[src/rtl/cpu_bus_bridge_pkg.sv]
// rtl/cpu_bus_bridge_pkg.sv - shared types and constants for the CPU bus bridge
package cpu_bus_pkg;

  typedef enum logic [1:0] {
    IDLE,
    MEM_WAIT,
    IO_WAIT,
    RESP
  } state_e;

  typedef enum logic [1:0] {
    REG_MEM,
    REG_IO,
    REG_NONE
  } region_e;

  // Read data returned for unmapped or timed-out accesses (truncated to DATA_W).
  localparam logic [63:0] RD_ALL_ONES = '1;

endpackage

[src/rtl/cpu_bus_bridge_if.sv]
// rtl/cpu_bus_bridge_if.sv - CPU-side and target-side bus signals of the bridge
interface cpu_bus_bridge_if #(
  parameter int ADDR_W = 32,
  parameter int DATA_W = 32
);

  logic              i_cpu_bus_clk;
  logic              i_cpu_bus_we;
  logic [ADDR_W-1:0] i_cpu_bus_addr;
  logic [DATA_W-1:0] i_cpu_bus_data;
  logic [DATA_W-1:0] o_cpu_bus_data;
  logic              o_cpu_data_ready;
  logic              o_bus_err;
  logic              o_mem_req;
  logic              o_io_req;
  logic              o_mem_we;
  logic              o_io_we;
  logic [ADDR_W-1:0] o_tgt_addr;
  logic [DATA_W-1:0] o_tgt_data;
  logic              i_mem_ack;
  logic              i_io_ack;
  logic [DATA_W-1:0] i_mem_data;
  logic [DATA_W-1:0] i_io_data;

  // Bridge side.
  modport slave (
    input  i_cpu_bus_clk, i_cpu_bus_we, i_cpu_bus_addr, i_cpu_bus_data,
    input  i_mem_ack, i_io_ack, i_mem_data, i_io_data,
    output o_cpu_bus_data, o_cpu_data_ready, o_bus_err,
    output o_mem_req, o_io_req, o_mem_we, o_io_we, o_tgt_addr, o_tgt_data
  );

  // CPU and target fabric side.
  modport master (
    output i_cpu_bus_clk, i_cpu_bus_we, i_cpu_bus_addr, i_cpu_bus_data,
    output i_mem_ack, i_io_ack, i_mem_data, i_io_data,
    input  o_cpu_bus_data, o_cpu_data_ready, o_bus_err,
    input  o_mem_req, o_io_req, o_mem_we, o_io_we, o_tgt_addr, o_tgt_data
  );

endinterface

[src/rtl/cpu_bus_bridge_timeout.sv]
// rtl/cpu_bus_bridge_timeout.sv - wait-state limit counter, built only with BUS_TIMEOUT_EN
`ifdef BUS_TIMEOUT_EN
module bus_timeout_counter #(
  parameter int LIMIT = 64
) (
  input  logic i_clk,
  input  logic i_rst,
  input  logic i_clear,
  input  logic i_enable,
  output logic o_expired
);

  localparam int CNT_W = $clog2(LIMIT + 1);

  logic [CNT_W-1:0] cnt_q, cnt_d;

  // Counts completed wait cycles; expiry is flagged during the LIMIT-th one.
  assign o_expired = i_enable && (cnt_q == CNT_W'(LIMIT - 1));

  always_comb begin
    cnt_d = cnt_q;
    if (i_clear) begin
      cnt_d = '0;
    end else if (i_enable && !o_expired) begin
      cnt_d = cnt_q + CNT_W'(1);
    end
  end

  always_ff @(posedge i_clk or posedge i_rst) begin
    if (i_rst) begin
      cnt_q <= '0;
    end else begin
      cnt_q <= cnt_d;
    end
  end

endmodule
`endif

[src/rtl/cpu_bus_bridge.sv]
// rtl/cpu_bus_bridge.sv - CPU bus to memory/IO target bridge with wait states
// Optional target wait limit enabled by defining BUS_TIMEOUT_EN.
module cpu_bus_bridge
  import cpu_bus_pkg::*;
#(
  parameter int              ADDR_W         = 32,
  parameter int              DATA_W         = 32,
  parameter logic [ADDR_W-1:0] IO_BASE      = ADDR_W'(32'h0000_FE00),
  parameter logic [ADDR_W-1:0] IO_MASK      = ADDR_W'(32'hFFFF_FF00),
  parameter logic [ADDR_W-1:0] MEM_TOP      = ADDR_W'(32'h0000_FFFF),
  parameter int              TIMEOUT_CYCLES = 64
) (
  input  logic             i_clk,
  input  logic             i_rst,
  cpu_bus_bridge_if.slave  bus
);

  state_e            state_q, state_d;
  logic              strobe_q, strobe_d;
  logic [ADDR_W-1:0] addr_q, addr_d;
  logic [DATA_W-1:0] wdata_q, wdata_d;
  logic              we_q, we_d;
  logic              mem_req_q, mem_req_d;
  logic              io_req_q, io_req_d;
  logic              mem_we_q, mem_we_d;
  logic              io_we_q, io_we_d;
  logic [DATA_W-1:0] rdata_q, rdata_d;
  logic              ready_q, ready_d;
  logic              err_q, err_d;
  logic              err_flag_q, err_flag_d;

  region_e region;
  logic    req_edge;
  logic    in_wait;
  logic    expired;

  assign req_edge = bus.i_cpu_bus_clk & ~strobe_q;
  assign in_wait  = (state_q == MEM_WAIT) || (state_q == IO_WAIT);

`ifdef BUS_TIMEOUT_EN
  bus_timeout_counter #(
    .LIMIT     (TIMEOUT_CYCLES)
  ) u_timeout (
    .i_clk     (i_clk),
    .i_rst     (i_rst),
    .i_clear   (!in_wait),
    .i_enable  (in_wait),
    .o_expired (expired)
  );
`else
  logic unused_timeout;
  assign unused_timeout = (TIMEOUT_CYCLES > 0);
  assign expired        = 1'b0;
`endif

  // I/O window takes priority over the memory range.
  always_comb begin
    region = REG_NONE;
    if ((bus.i_cpu_bus_addr & IO_MASK) == IO_BASE) begin
      region = REG_IO;
    end else if (bus.i_cpu_bus_addr <= MEM_TOP) begin
      region = REG_MEM;
    end
  end

  always_comb begin
    state_d    = state_q;
    strobe_d   = bus.i_cpu_bus_clk;
    addr_d     = addr_q;
    wdata_d    = wdata_q;
    we_d       = we_q;
    mem_req_d  = mem_req_q;
    io_req_d   = io_req_q;
    mem_we_d   = mem_we_q;
    io_we_d    = io_we_q;
    rdata_d    = rdata_q;
    ready_d    = 1'b0;
    err_d      = 1'b0;
    err_flag_d = err_flag_q;

    case (state_q)
      IDLE: begin
        if (req_edge) begin
          addr_d     = bus.i_cpu_bus_addr;
          wdata_d    = bus.i_cpu_bus_data;
          we_d       = bus.i_cpu_bus_we;
          err_flag_d = 1'b0;
          case (region)
            REG_IO: begin
              state_d  = IO_WAIT;
              io_req_d = 1'b1;
              io_we_d  = bus.i_cpu_bus_we;
            end
            REG_MEM: begin
              state_d   = MEM_WAIT;
              mem_req_d = 1'b1;
              mem_we_d  = bus.i_cpu_bus_we;
            end
            default: begin
              state_d    = RESP;
              rdata_d    = DATA_W'(RD_ALL_ONES);
              err_flag_d = 1'b1;
            end
          endcase
        end
      end

      MEM_WAIT: begin
        // An ack on the expiry cycle still wins over the timeout.
        if (mem_req_q && bus.i_mem_ack) begin
          rdata_d   = we_q ? '0 : bus.i_mem_data;
          mem_req_d = 1'b0;
          mem_we_d  = 1'b0;
          state_d   = RESP;
        end else if (expired) begin
          rdata_d    = DATA_W'(RD_ALL_ONES);
          err_flag_d = 1'b1;
          mem_req_d  = 1'b0;
          mem_we_d   = 1'b0;
          state_d    = RESP;
        end
      end

      IO_WAIT: begin
        if (io_req_q && bus.i_io_ack) begin
          rdata_d  = we_q ? '0 : bus.i_io_data;
          io_req_d = 1'b0;
          io_we_d  = 1'b0;
          state_d  = RESP;
        end else if (expired) begin
          rdata_d    = DATA_W'(RD_ALL_ONES);
          err_flag_d = 1'b1;
          io_req_d   = 1'b0;
          io_we_d    = 1'b0;
          state_d    = RESP;
        end
      end

      RESP: begin
        ready_d    = 1'b1;
        err_d      = err_flag_q;
        err_flag_d = 1'b0;
        state_d    = IDLE;
      end

      default: begin
        state_d = IDLE;
      end
    endcase
  end

  always_ff @(posedge i_clk or posedge i_rst) begin
    if (i_rst) begin
      state_q    <= IDLE;
      strobe_q   <= 1'b0;
      addr_q     <= '0;
      wdata_q    <= '0;
      we_q       <= 1'b0;
      mem_req_q  <= 1'b0;
      io_req_q   <= 1'b0;
      mem_we_q   <= 1'b0;
      io_we_q    <= 1'b0;
      rdata_q    <= '0;
      ready_q    <= 1'b0;
      err_q      <= 1'b0;
      err_flag_q <= 1'b0;
    end else begin
      state_q    <= state_d;
      strobe_q   <= strobe_d;
      addr_q     <= addr_d;
      wdata_q    <= wdata_d;
      we_q       <= we_d;
      mem_req_q  <= mem_req_d;
      io_req_q   <= io_req_d;
      mem_we_q   <= mem_we_d;
      io_we_q    <= io_we_d;
      rdata_q    <= rdata_d;
      ready_q    <= ready_d;
      err_q      <= err_d;
      err_flag_q <= err_flag_d;
    end
  end

  assign bus.o_cpu_bus_data   = rdata_q;
  assign bus.o_cpu_data_ready = ready_q;
  assign bus.o_bus_err        = err_q;
  assign bus.o_mem_req        = mem_req_q;
  assign bus.o_io_req         = io_req_q;
  assign bus.o_mem_we         = mem_we_q;
  assign bus.o_io_we          = io_we_q;
  assign bus.o_tgt_addr       = addr_q;
  assign bus.o_tgt_data       = wdata_q;

endmodule

[src/flat_wrapper.sv]
// flat-port wrapper written by rule: the top's interface ports become plain ports
module cpu_bus_bridge_flat import cpu_bus_pkg::*;
#(
  parameter int              ADDR_W         = 32,
  parameter int              DATA_W         = 32,
  parameter logic [ADDR_W-1:0] IO_BASE      = ADDR_W'(32'h0000_FE00),
  parameter logic [ADDR_W-1:0] IO_MASK      = ADDR_W'(32'hFFFF_FF00),
  parameter logic [ADDR_W-1:0] MEM_TOP      = ADDR_W'(32'h0000_FFFF),
  parameter int              TIMEOUT_CYCLES = 64
)
  (i_clk, i_rst, bus_i_cpu_bus_clk, bus_i_cpu_bus_we, bus_i_cpu_bus_addr, bus_i_cpu_bus_data, bus_i_mem_ack, bus_i_io_ack, bus_i_mem_data, bus_i_io_data, bus_o_cpu_bus_data, bus_o_cpu_data_ready, bus_o_bus_err, bus_o_mem_req, bus_o_io_req, bus_o_mem_we, bus_o_io_we, bus_o_tgt_addr, bus_o_tgt_data);
  cpu_bus_bridge_if #(.ADDR_W(ADDR_W), .DATA_W(DATA_W)) bus_i ();
  input  logic i_clk;
  input  logic i_rst;
  input wire logic [$bits(bus_i.i_cpu_bus_clk)-1:0] bus_i_cpu_bus_clk;
  input wire logic [$bits(bus_i.i_cpu_bus_we)-1:0] bus_i_cpu_bus_we;
  input wire logic [$bits(bus_i.i_cpu_bus_addr)-1:0] bus_i_cpu_bus_addr;
  input wire logic [$bits(bus_i.i_cpu_bus_data)-1:0] bus_i_cpu_bus_data;
  input wire logic [$bits(bus_i.i_mem_ack)-1:0] bus_i_mem_ack;
  input wire logic [$bits(bus_i.i_io_ack)-1:0] bus_i_io_ack;
  input wire logic [$bits(bus_i.i_mem_data)-1:0] bus_i_mem_data;
  input wire logic [$bits(bus_i.i_io_data)-1:0] bus_i_io_data;
  output wire logic [$bits(bus_i.o_cpu_bus_data)-1:0] bus_o_cpu_bus_data;
  output wire logic [$bits(bus_i.o_cpu_data_ready)-1:0] bus_o_cpu_data_ready;
  output wire logic [$bits(bus_i.o_bus_err)-1:0] bus_o_bus_err;
  output wire logic [$bits(bus_i.o_mem_req)-1:0] bus_o_mem_req;
  output wire logic [$bits(bus_i.o_io_req)-1:0] bus_o_io_req;
  output wire logic [$bits(bus_i.o_mem_we)-1:0] bus_o_mem_we;
  output wire logic [$bits(bus_i.o_io_we)-1:0] bus_o_io_we;
  output wire logic [$bits(bus_i.o_tgt_addr)-1:0] bus_o_tgt_addr;
  output wire logic [$bits(bus_i.o_tgt_data)-1:0] bus_o_tgt_data;
  assign bus_i.i_cpu_bus_clk = bus_i_cpu_bus_clk;
  assign bus_i.i_cpu_bus_we = bus_i_cpu_bus_we;
  assign bus_i.i_cpu_bus_addr = bus_i_cpu_bus_addr;
  assign bus_i.i_cpu_bus_data = bus_i_cpu_bus_data;
  assign bus_i.i_mem_ack = bus_i_mem_ack;
  assign bus_i.i_io_ack = bus_i_io_ack;
  assign bus_i.i_mem_data = bus_i_mem_data;
  assign bus_i.i_io_data = bus_i_io_data;
  assign bus_o_cpu_bus_data = bus_i.o_cpu_bus_data;
  assign bus_o_cpu_data_ready = bus_i.o_cpu_data_ready;
  assign bus_o_bus_err = bus_i.o_bus_err;
  assign bus_o_mem_req = bus_i.o_mem_req;
  assign bus_o_io_req = bus_i.o_io_req;
  assign bus_o_mem_we = bus_i.o_mem_we;
  assign bus_o_io_we = bus_i.o_io_we;
  assign bus_o_tgt_addr = bus_i.o_tgt_addr;
  assign bus_o_tgt_data = bus_i.o_tgt_data;
  cpu_bus_bridge #(.ADDR_W(ADDR_W), .DATA_W(DATA_W), .IO_BASE(IO_BASE), .IO_MASK(IO_MASK), .MEM_TOP(MEM_TOP), .TIMEOUT_CYCLES(TIMEOUT_CYCLES)) u_core (.i_clk(i_clk), .i_rst(i_rst), .bus(bus_i));
endmodule
[config.mk]
export PLATFORM = sky130hd
export DESIGN_NAME = cpu_bus_bridge_flat
export DESIGN_NICKNAME = d
export VERILOG_FILES = /design/src/rtl/cpu_bus_bridge_pkg.sv /design/src/rtl/cpu_bus_bridge_if.sv /design/src/rtl/cpu_bus_bridge_timeout.sv /design/src/rtl/cpu_bus_bridge.sv /design/src/flat_wrapper.sv
export SDC_FILE = /design/constraint.sdc
export NUM_CORES = 1
export LEC_CHECK = 0
export ABC_CLOCK_PERIOD_IN_PS = 5200
export CAP_MARGIN = 20
export CORE_MARGIN = 1.5
export CORE_UTILIZATION = 40
export CTS_CLUSTER_DIAMETER = 200
export DETAILED_ROUTE_END_ITERATION = 7
export PLACE_DENSITY = 0.8
export SYNTH_ARGS = -nofsm -noshare
export SYNTH_HDL_FRONTEND = slang
export SYNTH_SLANG_ARGS = --single-unit
export TNS_END_PERCENT = 5
[constraint.sdc]
create_clock -name i_clk -period 5.2 [get_ports i_clk]
set_clock_uncertainty 0.15 [all_clocks]
set_input_delay 1.04 -clock i_clk [delete_from_list [all_inputs] [get_ports i_clk]]
set_output_delay 1.04 -clock i_clk [all_outputs]
set_load 0.05 [all_outputs]
* Yosys cells after proc, flatten, opt, wreduce, memory -nomap -nowiden
Index checks and enable logic that the tools add are counted.
** Cells by class
- $lt $le $gt $ge :: 1
- Eq/ne operators :: 11
- Multiplexer cells :: 33
- Bitwise logic cells :: 3
- Reductions and logical operators :: 15
** Operators with widths (number)
- $mux W32 :: 6
- $pmux W32 S3 :: 1
- $le A32 B16 Y1 const B :: 1
- $eq A24 B8 Y1 const B :: 1
- $mux W1 :: 14
- $mux W2 :: 5
- $ne A2 B2 Y1 const B :: 5
- $pmux W1 S2 :: 5
- $pmux W2 S4 :: 1
- $reduce_and A4 Y1 :: 2
- $reduce_and A5 Y1 :: 1
- $eq A2 B1 Y1 const B :: 2
- $eq A2 B2 Y1 const B :: 2
- $logic_not A2 Y1 :: 2
- $pmux W2 S2 :: 1
- $reduce_and A2 Y1 :: 2
- $reduce_bool A2 Y1 :: 2
- $reduce_or A2 Y1 :: 2
- $reduce_and A3 Y1 :: 1
- $reduce_bool A3 Y1 :: 1
- $logic_and A1 B1 Y1 :: 2
- $ne A2 B1 Y1 const B :: 1
- $not A1 Y1 :: 2
- $and A1 B1 Y1 :: 1
** Storage, ports and cells
- Register bits after elaboration :: 107
- Input port bits :: 134
- Word-level logic and storage cells :: 76

* Longest topological paths before layout
Gate-level depths: netlist (run 1).
- Depth in word-level cells :: 8
- Gate-level depth with buffers :: 8

* Worst setup path before layout (run 1)
OpenSTA, ideal clock, no wires.
- Kind :: input to register
- From :: input bus_i_cpu_bus_addr[29]
- To :: register u_core.rdata_q[0] (netlist: u_core.bus.o_cpu_bus_data[0])
- Setup time :: 0.125 ns
- Data arrival time :: 2.363 ns
- Slack :: 2.562 ns
- Stages on the path :: 6
- Path buffers :: 2
- Cell sequence :: nor4_1 -> and4_1 -> buf_4 -> a2111o_1 -> buf_6 -> mux2_4
** On the way
- Longest elaborated chain between the ends :: 7
- Elaborated cells on any way between the ends :: 9
- Those cells by class :: order compare: 1; eq/ne: 3; mux: 2; reduce/logical: 3
** Ends and longest elaborated chain
- start, declared :: RTL line flat_wrapper.sv:17 : input wire logic [$bits(bus_i.i_cpu_bus_addr)-1:0] bus_i_cpu_bus_addr;
- $le A32 B16 Y1 :: RTL line cpu_bus_bridge.sv:61 : end else if (bus.i_cpu_bus_addr <= MEM_TOP) begin
- $mux W2 :: RTL line cpu_bus_bridge.sv:61
- $mux W2 (*) :: RTL line cpu_bus_bridge.sv:59 : if ((bus.i_cpu_bus_addr & IO_MASK) == IO_BASE) begin
- $eq A2 B1 Y1 or $logic_not A2 Y1 (tied branches) :: RTL line cpu_bus_bridge.sv:88 : case (region)
- $reduce_or A2 Y1 (no source line) (*)
- $ne A2 B2 Y1 (no source line) (*)
- $reduce_and A5 Y1 (no source line) (*)
- end signal, assigned :: RTL line cpu_bus_bridge.sv:177 : rdata_q <= rdata_d;
- end, declared :: RTL line cpu_bus_bridge.sv:27 : logic [DATA_W-1:0] rdata_q, rdata_d;
Every way passes the cells marked *; elsewhere a longest branch is shown, timed or not.
A chain may end at the register's enable or synchronous reset.

* Worst setup path after layout (run 1)
- From :: input bus_i_cpu_bus_addr[24]
- To :: register u_core.rdata_q[29] (netlist: u_core.bus.o_cpu_bus_data[29])
The elaborated chain is that of the path after synthesis.

==> out/results.ini, run 1 <==
[sta]
hold_violations = 0
setup_viol_count_final = 0
relSlewSlack = 0.346
rsz0062_at_grt = false
tightest_slew_ps = 980
fin_ws_ps = 1770
fin_crit_sh = 0.660
fin_crit_ps = 3430
finalMaxSlewViolations = 0
fmax_ghz = 0.291
final.setup.tns_ps = 0

[placement]
dpl_cell_area_sq_mm = 0.00724
pre_cts_ws_ps = 1390
io_buffers = 235
place_congestion = 0.783
placed_cells = 708
dpl.hpwl_microns = 9590

[global_routing]
first_global_vias = 3971
antenna_found_initial = 0
grt_pass1_wl_microns = 20500
grt_overflow = 0
track_usage = 0.206
grt_max_degree = 47

[drt]
drt_pass1_iterations = 6
ant_nets = 0
drt-total-wl_microns = 12700
drc = 15
wl_per_cell_microns = 17.6
vias = 3734
drt_iter0_drc = 151
vias_per_cell = 5.16

[die]
core_area_sq_mm = 0.0116
die_x_microns = 112
dieArea_sq_mm = 0.0126
initial_core_util = 0.414
dieHeight_microns = 112
pin_count = 236
row_count = 39

[final_layout]
regArea_sq_mm = 0.00268
drive_above_1_share = 0.208
diodes = 0
post-route-util = 0.653
fill_cells = 932
multi_input_area_sq_mm = 0.00197
final_nets = 715
fin_area_sq_mm = 0.00755
area_delta_synth_final_pct = 57.7
layout.cells.non_filler = 724

[critical_path]
end_kind = flip-flop
crit_fanout = 32
slowest_delay_ps = 850
crit_required_ps = 5280
criticalPathCategory = in -> reg
crit_slowest_cell = a2111o_2
start_kind = input pin
critPathArrivalTime_ps = 3510
crit_family = compound AO/OA/AOI/OAI gates
cp_num_buf_inv = 1
crit_chain = clkdlybuf4s50_1 -> nor4_1 -> and4_1 -> a2111o_2 -> mux2_2

[yosys]
postSynth.asyncResetShare = 1.00
synth_cell_types = 36
yosysWarnings = 0
syn_inst = 351
synth_area_sq_mm = 0.00479
ys_dominant_reg_cell = dfrtp_1
seq_area_frac_synth = 0.559
synthesis.nets = 490
synth-seq-cells = 107
syn_avg_cell_area_sq_um = 13.6
synth-edff-count = 0

[cts]
clock_path_buffers = 2
cts_setup_buffers = 0
cts.sinks = 107
root_buffer = clkbuf_16
htreeDepth = 3
clkTransAtPathRegs_ps = 70
numCtsBuffers = 9
cts.repair.resized = 0
insertion_delay_ps = 340
holdBufCountCts = 0
cts_tree = done

[outcome]
failed_checks = DRC
status = finished with violations

[flow_run]
maxCapViolations = 0

[power]
power_density_mw_per_mm2 = 794
p_leak_nw = 3.13
vdd_drop_max_mv = 0.472

[hold_path]
hold_class = reg -> reg

cells in the mapped netlist (2+ instances only):
cell	n	area [sq um]
dfrtp_1	107	2680
mux2_2	66	743
o21ai_0	36	180
a22oi_1	32	240
mux2_4	30	450
clkbuf_1	15	56.3
nand2_1	6	22.5
buf_1	5	18.8
ha_1	5	62.6
inv_1	5	18.8
nor4_1	4	25.0
a22o_1	3	26.3
buf_6	3	33.8
nand3_1	3	15.0
nor2_1	3	11.3
a21boi_0	2	15.0
and2_1	2	12.5
and4_1	2	17.5
buf_2	2	10.0
nand4b_1	2	17.5
nor4b_1	2	17.5
o211ai_1	2	15.0
area by class of cell:
class                   instances  share of cell area
flip-flops and latches        107               0.355
inverters                       5             0.00282
clock buffers                  11              0.0335
repair buffers                240               0.316
multi-input cells             213               0.261
clock inverters                 5             0.00795
well taps                     143              0.0237
state kept, by name, indices dropped and copies added (netlist names):
name	count
u_core.bus.o_io_req	1
u_core.bus.o_bus_err	1
u_core.state_q	2
u_core.bus.o_mem_we	1
u_core.bus.o_cpu_bus_data	32
u_core.we_q	1
u_core.bus.o_mem_req	1
u_core.bus.o_cpu_data_ready	1
u_core.bus.o_tgt_addr	32
u_core.strobe_q	1
u_core.bus.o_tgt_data	32
u_core.bus.o_io_we	1
u_core.err_flag_q	1
path summary, 6_finish.rpt:
path / slack (ps) / endpoint / depth (start not counted) / startpoint
max: 1770 / u_core.bus.o_cpu_bus_data[29] / 5 / bus_i_cpu_bus_addr[24]
min: 340 / u_core.bus.o_bus_err / 1 / u_core.err_flag_q
max reg2reg: 2150 / u_core.bus.o_cpu_bus_data[29] / 6 / u_core.state_q[1]
min reg2reg: 340 / u_core.bus.o_bus_err / 1 / u_core.err_flag_q
max in group asynchronous: 3220 / u_core.bus.o_io_we / 3 / i_rst
min in group asynchronous: 830 / u_core.bus.o_tgt_data[15] / 2 / i_rst
where the power goes:
group          switching (mW)  internal, mW
clock network           0.302         0.401
registers               0.245          1.26
logic                    2.23          1.56
total                    2.78          3.22
cells by family after synthesis:
kind of cell,synth area share
AO/OA/AOI/OAI,0.108
adder cells (fa/ha/maj),0.0131
buffers and inverters,0.0303
flip-flops,0.559
multiplexers,0.249
AND/OR/NAND/NOR,0.0400
cells in the final DEF (no fill, tap or decap), types with 5 or more instances in the layout:
cell type and instances:
o21ai_0 36, mux2_2 66, ha_1 5, clkbuf_16 9
mux2_4 30, nand2_1 5, buf_4 5, a22oi_1 32
clkdlybuf4s50_1 235, dfrtp_1 107
metal layers:
metal  global-route usage  wire [microns]  part of all wire
met1                0.237            4800              0.38
met2                0.366            6630              0.52
met3               0.0686            1130             0.089
met4               0.0608             186             0.015
met5                    0               0                 0
through the flow:
stage	hold WS [ps]	total power [mW]
detailed placement	330	5.34
global placement	318	5.24
CTS	346	6.06
finish	344	6.00
floorplan	306	4.17
global route	368	6.31
(Power assumes the default switching activity.)
==> run 2: changes to the inputs <==
ABC_CLOCK_PERIOD_IN_PS = 2780   (was 5200)
CORE_UTILIZATION = 37   (was 40)
PLACE_DENSITY = 0.77   (was 0.8)
clock period = 2.78 ns   (was 5.2 ns; I/O delays follow)
==> run 2 against run 1 <==
  * The flow now finishes without violations
  * Largest cell class unchanged
  * Die area rose by 7.9%
  * Count of clock-buffer cells in the layout rose by 1
  * First-iteration DRC count fell by 25%
  * Critical path depth rose by 2
  * Core utilization fell by 4.0 points
  * Design area rose by 2.5%
  * Wire length rose by 1.9%
  * Highest routed layer unchanged
  * Non-clock buffer count rose by 13
  * Sequential power rose by 87%
  * Worst hold slack got worse by 9.2 ps
==> out/results.ini, run 2 (synthesis gave the netlist of run 1 again) <==
[global_routing]
grt_overflow = 0
antenna_found_initial = 0
grt_max_degree = 108
grt_pass1_wl_microns = 19700
first_global_vias = 3889
track_usage = 0.190

[die]
initial_core_util = 0.380
core_area_sq_mm = 0.0126
row_count = 41
die_x_microns = 117
dieArea_sq_mm = 0.0136
dieHeight_microns = 117
pin_count = 236

[cts]
cts_setup_buffers = 0
cts.sinks = 107
clkTransAtPathRegs_ps = 60
root_buffer = clkbuf_16
clock_path_buffers = 2
insertion_delay_ps = 340
holdBufCountCts = 0
cts.repair.resized = 0
htreeDepth = 3
numCtsBuffers = 9
cts_tree = done

[power]
switching_share = 0.458
vdd_drop_max_mv = 0.797
seqPwrFrac = 0.244
power_frac_clock = 0.121
net-switching-power_mw = 5.27
power_density_mw_per_mm2 = 1490
intPower_mw = 6.25
p_comb_frac = 0.635
p_leak_nw = 3.21
finalPower_mw = 11.5

[critical_path]
criticalPathCategory = in -> reg
critPathArrivalTime_ps = 2590
cp-endpoint = u_core.bus.o_cpu_bus_data[19]
start_kind = input pin
crit_fanout = 15
r2r-start = u_core.state_q[0]
rrSetupSlack_ps = 470
r2r_cells = 6
reg2reg_to = u_core.bus.o_cpu_bus_data[19]
crit_required_ps = 2850
crit_start = bus_i_cpu_bus_addr[24]
end_kind = flip-flop

[drt]
vias = 3773
drt-total-wl_microns = 13000
drc = 0
drt_iter0_drc = 114
vias_per_cell = 4.93
ant_nets = 0
wl_per_cell_microns = 16.9
drt_pass1_iterations = 4

[outcome]
status = finished clean

[sta]
tightest_slew_ps = 888
setup_viol_count_final = 0
fin_crit_ps = 2510
hold_violations = 0
fmax_ghz = 0.398
final.setup.tns_ps = 0
finalMaxSlewViolations = 0
fin_crit_sh = 0.904
rsz0062_at_grt = false
relSlewSlack = 0.408

[placement]
dpl.hpwl_microns = 9580
place_congestion = 0.744
dpl_cell_area_sq_mm = 0.00741
io_buffers = 235

[final_layout]
regArea_sq_mm = 0.00268
area_delta_synth_final_pct = 61.6
fill_cells = 1048
fin_area_sq_mm = 0.00774
final_common_cell = clkdlybuf4s50_1
final_cell_mix = clkdlybuf4s50_1, dfrtp_1, mux2_2
final_nets = 728
drive_above_1_share = 0.224
diodes = 0
multi_input_area_sq_mm = 0.00197

[hold_path]
hold_class = reg -> reg

[flow_run]
maxCapViolations = 0

-- run 2: worst max-delay path, cell delays in order --
cell	delay [ps]
clkdlybuf4s50_1	440
nor4_1	370
buf_4	170
and4_1	240
a2111o_2	290
buf_12	200
mux2_4	310
-- run 2: cell type report --
type / count / share of cell area
flip-flops and latches: 107 / 0.346
repair buffers: 253 / 0.326
multi-input cells: 213 / 0.255
clock buffers: 12 / 0.0331
well taps: 172 / 0.0278
clock inverters: 4 / 0.00938
inverters: 5 / 0.00291
-- run 2: worst min path at each step --
stage / startpoint / to / slack (ps) / cells past startpoint
after detailed placement: u_core.err_flag_q / u_core.err_flag_q / 330 / 1
after global placement: u_core.err_flag_q / u_core.err_flag_q / 320 / 1
final: u_core.err_flag_q / u_core.err_flag_q / 330 / 1
after CTS: u_core.err_flag_q / u_core.err_flag_q / 340 / 1
after floorplan: u_core.err_flag_q / u_core.err_flag_q / 310 / 1
after global routing: u_core.bus.o_tgt_data[29] / u_core.bus.o_tgt_data[29] / 370 / 1
-- run 2: routing by layer --
metal,wire length [microns],GRT usage
met2,6470,0.320
met3,1020,0.0541
met5,0,0
met4,274,0.0755
met1,5220,0.230
-- run 2: stage by stage --
stage | util | setup WS [ps] | hold slack [ps] | instances
after floorplan | - | 527 | 306 | 351
after global placement | 0.587 | -101 | 320 | 750
after detailed placement | 0.587 | -109 | 326 | 750
after CTS | 0.613 | 239 | 341 | 766
after global routing | 0.613 | 167 | 370 | 766
final | 0.613 | 268 | 335 | 766
-- run 2: power groups by stage --
stage	logic [mW]	registers, mW	clock network, mW
after global placement	7.18	2.80	0
final	7.31	2.81	1.39
after CTS	7.37	2.82	1.43
after detailed placement	7.35	2.84	0
after floorplan	2.47	5.32	0
after global routing	7.67	2.91	1.50
==> run 3: changes to the inputs <==
--- a/config.mk
+++ b/config.mk
@@ -9,8 +9,10 @@
 export CAP_MARGIN = 20
 export CORE_MARGIN = 1.5
-export CORE_UTILIZATION = 37
+export CORE_UTILIZATION = 38
+export CTS_BUF_LIST = sky130_fd_sc_hd__clkbuf_8
 export CTS_CLUSTER_DIAMETER = 200
+export CTS_CLUSTER_SIZE = 24
 export DETAILED_ROUTE_END_ITERATION = 7
-export PLACE_DENSITY = 0.77
+export PLACE_DENSITY = 0.79
 export SYNTH_ARGS = -nofsm -noshare
 export SYNTH_HDL_FRONTEND = slang
--- a/constraint.sdc
+++ b/constraint.sdc
@@ -3,3 +3,3 @@
 set_input_delay 0.556 -clock i_clk [delete_from_list [all_inputs] [get_ports i_clk]]
 set_output_delay 0.556 -clock i_clk [all_outputs]
-set_load 0.05 [all_outputs]
+set_load 0.02 [all_outputs]
==> run 3 against run 2 <==
  * Sequential share of layout area increased by 0.92 points
  * Global-route usage grew 0.60 points
  * Maximum frequency is essentially flat
  * First-iteration DRC count grew 34%
  * Register-to-register slack worse by 90 ps
  * Sequential power hardly changed
  * Critical path depth is 1 lower
  * Highest routed layer unchanged
  * Power shrank 19%
  * Worst setup slack about the same
  * Count of clock-buffer cells in the layout shrank 2
  * Clock power shrank 31%
  * Largest cell class unchanged
  * Wire length decreased by 0.33%
==> out/results.ini, run 3 (synthesis gave the netlist of run 1 again) <==
[cts]
clock_path_buffers = 2
insertion_delay_ps = 360
cts.sinks = 107
holdBufCountCts = 0
cts_tree = done
cts.repair.resized = 0
clkTransAtPathRegs_ps = 90
numCtsBuffers = 9
htreeDepth = 3
root_buffer = clkbuf_8
cts_setup_buffers = 0

[placement]
io_buffers = 235
dpl_cell_area_sq_mm = 0.00735
pre_cts_ws_ps = -147
place_congestion = 0.721
placed_cells = 738
dpl.hpwl_microns = 9520

[power]
power_density_mw_per_mm2 = 1230
switching_share = 0.378
vdd_drop_max_mv = 0.591
p_comb_frac = 0.594
finalPower_mw = 9.27
seqPwrFrac = 0.303
intPower_mw = 5.77
net-switching-power_mw = 3.50
power_frac_clock = 0.103
p_leak_nw = 3.12

[sta]
fin_crit_ps = 2510
fmax_ghz = 0.398
fin_crit_sh = 0.904
finalMaxSlewViolations = 0
rsz0062_at_grt = false
setup_viol_count_final = 0
hold_ws_ps = 345
final.setup.tns_ps = 0
hold_violations = 0
relSlewSlack = 0.405
tightest_slew_ps = 893
fin_ws_ps = 267

[drt]
drt_iter0_drc = 153
vias = 3771
ant_nets = 0
vias_per_cell = 5.00
drt-total-wl_microns = 12900
drc = 0
wl_per_cell_microns = 17.2
drt_pass1_iterations = 4

[die]
pin_count = 236
row_count = 40
die_x_microns = 115
dieHeight_microns = 115
initial_core_util = 0.394
dieArea_sq_mm = 0.0133
core_area_sq_mm = 0.0122

[outcome]
status = finished clean

[global_routing]
grt_overflow = 0
first_global_vias = 3979
grt_pass1_wl_microns = 20000
track_usage = 0.196
grt_max_degree = 108
antenna_found_initial = 0

[critical_path]
critPathArrivalTime_ps = 2610
crit_start = bus_i_cpu_bus_addr[24]
criticalPathCategory = in -> reg
start_kind = input pin
crit_fanout = 32
crit_required_ps = 2880
end_kind = flip-flop
r2r-start = u_core.state_q[0]

[final_layout]
drive_above_1_share = 0.215
layout.cells.non_filler = 754
area_delta_synth_final_pct = 57.4
final_nets = 720
final_cell_mix = clkdlybuf4s50_1, dfrtp_1, mux2_2
fin_area_sq_mm = 0.00754
post-route-util = 0.620
final_common_cell = clkdlybuf4s50_1
diodes = 0

[flow_run]
maxCapViolations = 0

[hold_path]
min_from = u_core.err_flag_q
hold_class = reg -> reg

run 3: changes by cell type in the layout (fill, tap and decap cells not counted):
cell,previous run,this run
clkbuf_16,9,0
buf_4,15,7
clkbuf_8,2,10
clkinv_2,1,5
bufinv_16,2,1
clkbuf_1,1,0
clkinvlp_4,2,1
run 3: layout make-up:
| class | instances | area, sq um |
|---|---|---|
| tap | 168 | 210 |
| sequential | 107 | 2680 |
| multi-input combinational | 213 | 1970 |
| inverter | 5 | 22.5 |
| clock inverter | 6 | 55.1 |
| fill | 986 | 4620 |
| timing repair buffer | 245 | 2460 |
| clock buffer | 10 | 138 |
run 3: critical path, cell delays in order:
cell and delay, ps:
clkdlybuf4s50_1 430, nor4_1 370, and4_1 410, a2111o_2 210
buf_12 240, mux2_2 360
run 3: metal layers:
| layer | global-route usage | wire [microns] | part of all wire | up-vias |
|---|---|---|---|---|
| met1 | 0.223 | 4980 | 0.38 | 1844 |
| met2 | 0.348 | 6600 | 0.51 | 158 |
| met4 | 0.0807 | 286 | 0.022 | 0 |
| li1 | - | - | - | 1747 |
| met5 | 0 | 0 | 0 | - |
| met3 | 0.0532 | 1070 | 0.083 | 22 |
run 3: power groups by stage:
stage	Combinational, mW	Clock (mW)	Sequential (mW)
2_1_floorplan	2.47	0	3.65
5_1_grt	5.88	1.05	2.91
3_3_place_gp	5.39	0	2.80
3_5_place_dp	5.55	0	2.84
4_1_cts	5.58	0.994	2.82
6_report	5.51	0.953	2.81
run 3: final timing paths:
| kind | slack (ps) | endpoint | cells after the start |
|---|---|---|---|
| worst max-delay path | 270 | u_core.bus.o_cpu_bus_data[29] | 6 |
| worst min register to register | 350 | u_core.err_flag_q | 1 |
| worst min-delay path | 350 | u_core.err_flag_q | 1 |
| max in group asynchronous | 1470 | u_core.bus.o_cpu_bus_data[22] | 3 |
| worst max register to register | 380 | u_core.bus.o_cpu_bus_data[20] | 6 |
| min in group asynchronous | 530 | u_core.bus.o_tgt_data[11] | 3 |
